<file path="src/rtl/status_pkg.sv">
// Shared definitions for the status LED fader / PWM decoder pair.
package status_pkg;

  // Matches the fader's 4-bit intensity so a looped-back line decodes 1:1.
  localparam int unsigned DEFAULT_WIN_BITS = 4;

  typedef enum logic {
    FLUSH = 1'b0,
    RUN   = 1'b1
  } state_t;

endpackage : status_pkg

</file>
<file path="src/rtl/status_pwm_decoder.sv">
// Windowed high-cycle counter recovering the duty level of a density-modulated
// line, with stuck-low / stuck-high detection over consecutive full windows.
module status_pwm_decoder
  import status_pkg::*;
#(
  parameter int unsigned WIN_BITS      = DEFAULT_WIN_BITS,
  parameter int unsigned STUCK_WINDOWS = 4
) (
  input  logic                clk,
  input  logic                reset,
  input  logic                pwm_in,
  output logic [WIN_BITS-1:0] level,
  output logic                level_valid,
  output logic                stuck_low,
  output logic                stuck_high
);

  localparam int unsigned AW       = WIN_BITS + 1;
  localparam int unsigned SW       = $clog2(STUCK_WINDOWS + 1);
  localparam int unsigned WIN_LAST = (1 << WIN_BITS) - 1;
  localparam int unsigned WIN_LEN  = 1 << WIN_BITS;

  state_t              state, state_next;
  logic                flush_cnt, flush_next;
  logic                run;
  logic [1:0]          sync;
  logic                s;
  logic [WIN_BITS-1:0] wcnt;
  logic [AW-1:0]       acc;
  logic [AW-1:0]       total;
  logic [SW-1:0]       zcnt, ocnt;
  logic [SW-1:0]       zcnt_next, ocnt_next;
  logic                win_end;
  logic                all_low, all_high;
  logic [WIN_BITS-1:0] level_sat;

  assign s = sync[1];

  // FSM state register
  always_ff @(posedge clk) begin
    if (reset) begin
      state     <= FLUSH;
      flush_cnt <= 1'b0;
    end else begin
      state     <= state_next;
      flush_cnt <= flush_next;
    end
  end

  // FLUSH lasts two cycles so the synchronizer refills before sampling
  always_comb begin
    state_next = state;
    flush_next = flush_cnt;
    run        = 1'b0;
    case (state)
      FLUSH: begin
        flush_next = 1'b1;
        if (flush_cnt) state_next = RUN;
      end
      RUN: run = 1'b1;
    endcase
  end

  // Window accounting; total includes the current sample so none is lost
  always_comb begin
    total     = acc + AW'(s);
    win_end   = run && (wcnt == WIN_BITS'(WIN_LAST));
    all_low   = (total == '0);
    all_high  = (total == AW'(WIN_LEN));
    level_sat = all_high ? WIN_BITS'(WIN_LAST) : total[WIN_BITS-1:0];
    zcnt_next = '0;
    ocnt_next = '0;
    if (all_low) begin
      zcnt_next = (zcnt == SW'(STUCK_WINDOWS)) ? zcnt : zcnt + SW'(1);
    end
    if (all_high) begin
      ocnt_next = (ocnt == SW'(STUCK_WINDOWS)) ? ocnt : ocnt + SW'(1);
    end
  end

  // Synchronizer, accumulator and registered outputs
  always_ff @(posedge clk) begin
    if (reset) begin
      sync        <= '0;
      wcnt        <= '0;
      acc         <= '0;
      zcnt        <= '0;
      ocnt        <= '0;
      level       <= '0;
      level_valid <= 1'b0;
      stuck_low   <= 1'b0;
      stuck_high  <= 1'b0;
    end else begin
      sync        <= {sync[0], pwm_in};
      level_valid <= 1'b0;
      if (run) begin
        wcnt <= wcnt + WIN_BITS'(1);
        if (win_end) begin
          acc         <= '0;
          level       <= level_sat;
          level_valid <= 1'b1;
          zcnt        <= zcnt_next;
          ocnt        <= ocnt_next;
          stuck_low   <= (zcnt_next == SW'(STUCK_WINDOWS));
          stuck_high  <= (ocnt_next == SW'(STUCK_WINDOWS));
        end else begin
          acc <= total;
        end
      end
    end
  end

endmodule : status_pwm_decoder

</file>
<file path="config.mk">
export PLATFORM = sky130hd
export DESIGN_NAME = status_pwm_decoder
export DESIGN_NICKNAME = d
export VERILOG_FILES = /design/src/rtl/status_pkg.sv /design/src/rtl/status_pwm_decoder.sv
export SDC_FILE = /design/constraint.sdc
export NUM_CORES = 1
export LEC_CHECK = 0
export CORE_UTILIZATION = 55
export CTS_BUF_LIST = sky130_fd_sc_hd__clkbuf_4 sky130_fd_sc_hd__clkbuf_8 sky130_fd_sc_hd__clkbuf_16
export DETAILED_ROUTE_END_ITERATION = 12
export PLACE_DENSITY = 0.78
export SLEW_MARGIN = 10
export SYNTH_ARGS = -nofsm -noshare
export SYNTH_HDL_FRONTEND = slang
export SYNTH_SLANG_ARGS = --single-unit
export TNS_END_PERCENT = 100
</file>
<file path="constraint.sdc">
create_clock -name clk -period 2.32 [get_ports clk]
set_clock_uncertainty 0.1 [all_clocks]
set_input_delay 0.348 -clock clk [delete_from_list [all_inputs] [get_ports clk]]
set_output_delay 0.348 -clock clk [all_outputs]
set_load 0.05 [all_outputs]
</file>
==> impl_metrics.toml <==
[sta]
setup_viol = 0
grt_setup_unrepaired = "no"
worst_pin_slew_ns = 0.4950
post-route-worst-setup-slack_ns = 0.3178
layout_worst_path_cycle_share_pct = 86.30
max_slew_margin_pct = 66.89
hold_viol = 0
finalHoldWorstSlack_ns = 0.3673
setup_tns_ns = 0
fin_crit_ns = 2.002
max_slew_vio_count = 0
fmax_mhz = 499.4

[final_layout]
finalCoreUtilization_pct = 66.08
postLayoutCellArea_mm2 = 0.001448
final_nets = 164
area.growth.synth_to_final_pct = 13.32
proportion_of_layout_cells_with_a_drive_suffix_above_1_pct = 10.46
antennaDiodeCount = 0

[logic_synthesis]
ys.warnings.count = 0
syn-num-nets = 154
primary_flip_flop_cell_chosen_by_synthesis_mapping = "dfxtp_1"
syn-mean-instance-area_um2 = 8.871
ys_seq_elements = 26
synth.lib_cells_used.distinct = 35
syn-instance-count = 144
netlist.area_leader.share_pct = 40.74
synth_top_cells_by_area = "dfxtp_1, ha_1, nor2_1"
async_set_or_reset_register_ratio_after_synthesis_pct = 0
netlist_top_cells_count = "dfxtp_1, nor2_1, a21oi_1"
most_frequent_cell_after_synthesis = "dfxtp_1"
synth.cell_area_mm2 = 0.001277
synth-seq-area-share_pct = 40.74
synth_top_area_cell = "dfxtp_1"
synth_enable_flop_cells = 0

[drt]
wl_met1_um = 1219
met2_length_um = 1197
routed-via-count = 1032
detail_route.drc_violations = 0
met3RoutedLength_um = 47
ant_nets = 0
detail_route.iter0.violations = 13
wl_per_cell_um = 13.91
totalWireLength_um = 2518
drt_pre_antenna_iters = 5
highest_layer = "met4"
avgViaCountPerCell = 5.702

[floorplanning]
fp.dieH_um = 50.20
ioPinCount = 10
die_area_mm2 = 0.002520
die_width_um = 50.20
placeableCoreArea_mm2 = 0.002191
placement_rows = 17
initial_standard_cell_utilization_of_the_core_pct = 58.31

[clock_tree]
clock_input_transition_at_the_sequential_cells_of_the_worst_setup_and_hold_paths_ns = 0.15
number_of_hold_buffers_added_after_cts = 0
root_buffer = "clkbuf_4"
cts_inserted_buffers = 3
post_cts_resized = 0
clk_latency_worst_skew_pair_ns = 0.34
cts_tree = "built"
clock_path_buffers = 2
post_cts.repair.setup_buffers = 0
number_of_h_tree_levels = 1
numClockSinks = 26

[worst_setup_path]
cell_with_the_biggest_individual_delay_on_the_critical_path = "o211a_1"
crit_path_cell_trace = "ha_1, ha_1, xnor2_1, o211a_1, nand3_2, o41ai_2"
critical_path.startpoint_type = "register"
critical_path_required_ns = 2.47
crit_arrival_ns = 2.16
endpoint_kind = "register"
critical_path_class = "reg -> reg"
cp_slowest_stage_delay_ns = 0.40
path_common_cell = "ha_1"
critical_path.max_fanout = 10

[placed_design]
numPortBuffers = 9
post-dp-hpwl_um = 1867
place_area_mm2 = 0.001395
placer_congestion = 0.7897
placement.setup.worst_slack_ns = 0.3592

[global_routing]
antenna_found_initial = 0
track_usage_pct = 23.06
grt_start_max_net_pins = 17
overflow = 0
number_of_global_route_vias_before_repair = 988
grt_pass1_wl_um = 4381

[power]
vdd_drop_max_uv = 381.4
power_leakage_nw = 0.5326
pwr-share-comb_pct = 5.3
intPower_mw = 0.6491
power.share.clock_pct = 38.7
p_seq_share_pct = 55.9
swShare_pct = 21.22
power_per_cell_area_mw_per_mm2 = 569.1
power_switching_mw = 0.1748

[flow_run]
cap_violations = 0

[worst_hold_path]
hold_path_class = "reg -> reg"

[status]
status = "finished clean"
-- power groups by stage --
stage          Clock [mW]  Combinational [mW]  Sequential (mW)
2_1_floorplan           0              0.0361            0.468
3_3_place_gp            0              0.0435            0.470
3_5_place_dp            0              0.0443            0.471
4_1_cts             0.324              0.0447            0.461
5_1_grt             0.335              0.0499            0.462
6_report            0.319              0.0440            0.461
-- worst paths after layout --
path / from / to / slack (ns) / cells past startpoint
worst max register to register: sync[1] / stuck_low / 0.32 / 6
worst max-delay path: sync[1] / stuck_low / 0.32 / 6
worst min register to register: sync[0] / sync[1] / 0.37 / 1
worst min-delay path: sync[0] / sync[1] / 0.37 / 1
-- metal layers --
| metal | up-vias | GRT usage [%] |
|---|---|---|
| met2 | 17 | 38.89 |
| li1 | 530 | - |
| met4 | 0 | 10.00 |
| met5 | - | 0 |
| met3 | 7 | 3.636 |
| met1 | 478 | 28.73 |
-- flip-flops by register name, summed over array words and instances, names as in the netlist --
register / cells
acc: 5
flush_cnt: 1
level: 4
level_valid: 1
ocnt: 3
state: 1
stuck_high: 1
stuck_low: 1
sync: 2
wcnt: 4
zcnt: 3
-- cell families after synthesis --
logic type      Yosys count  synth area share [%]
xor+xnor                  6                 4.702
flops                    26                 40.74
fa+ha+maj                 7                 6.856
compound gates           30                 16.36
buf+inv                  15                 5.288
mux                       3                 2.546
simple gates             57                 23.51
-- cells in the final DEF, fill, tap and decap left out, drive strengths merged, types with 2 or more instances in the layout --
master	count
nor4b	2
ha	7
nand2	8
nor2	19
o41ai	2
dfxtp	26
nand3b	4
nand4	3
nor2b	2
and4	2
xnor2	3
nand3	5
a211oi	2
clkdlybuf4s50	9
a21oi	12
inv	6
o21ai	2
nand2b	4
mux2	2
nor3	8
buf	5
o31ai	2
clkbuf	3
xor2	3
a31oi	4
o211ai	2
-- area by class of cell --
cell class	instances	area [µm²]
inverter	6	22.52
tap	28	35.03
sequential	26	520.5
clock inverter	1	30.03
timing repair buffer	14	127.6
fill	200	743.2
clock buffer	3	22.52
multi-input combinational	103	689.4
-- through the flow --
stage | cells | total power, mW
2_1_floorplan | 144 | 0.5046
3_3_place_gp | 177 | 0.5137
3_5_place_dp | 177 | 0.5150
4_1_cts | 181 | 0.8295
5_1_grt | 181 | 0.8467
6_report | 181 | 0.8239
-- critical path, delay by kind of cell (launching register included) --
family	cells	cell delay, ns
compound gates	2	0.69
xor+xnor	1	0.20
fa+ha+maj	2	0.47
flops	1	0.34
simple gates	1	0.12
Note: power is estimated with default switching activity, not from simulation.
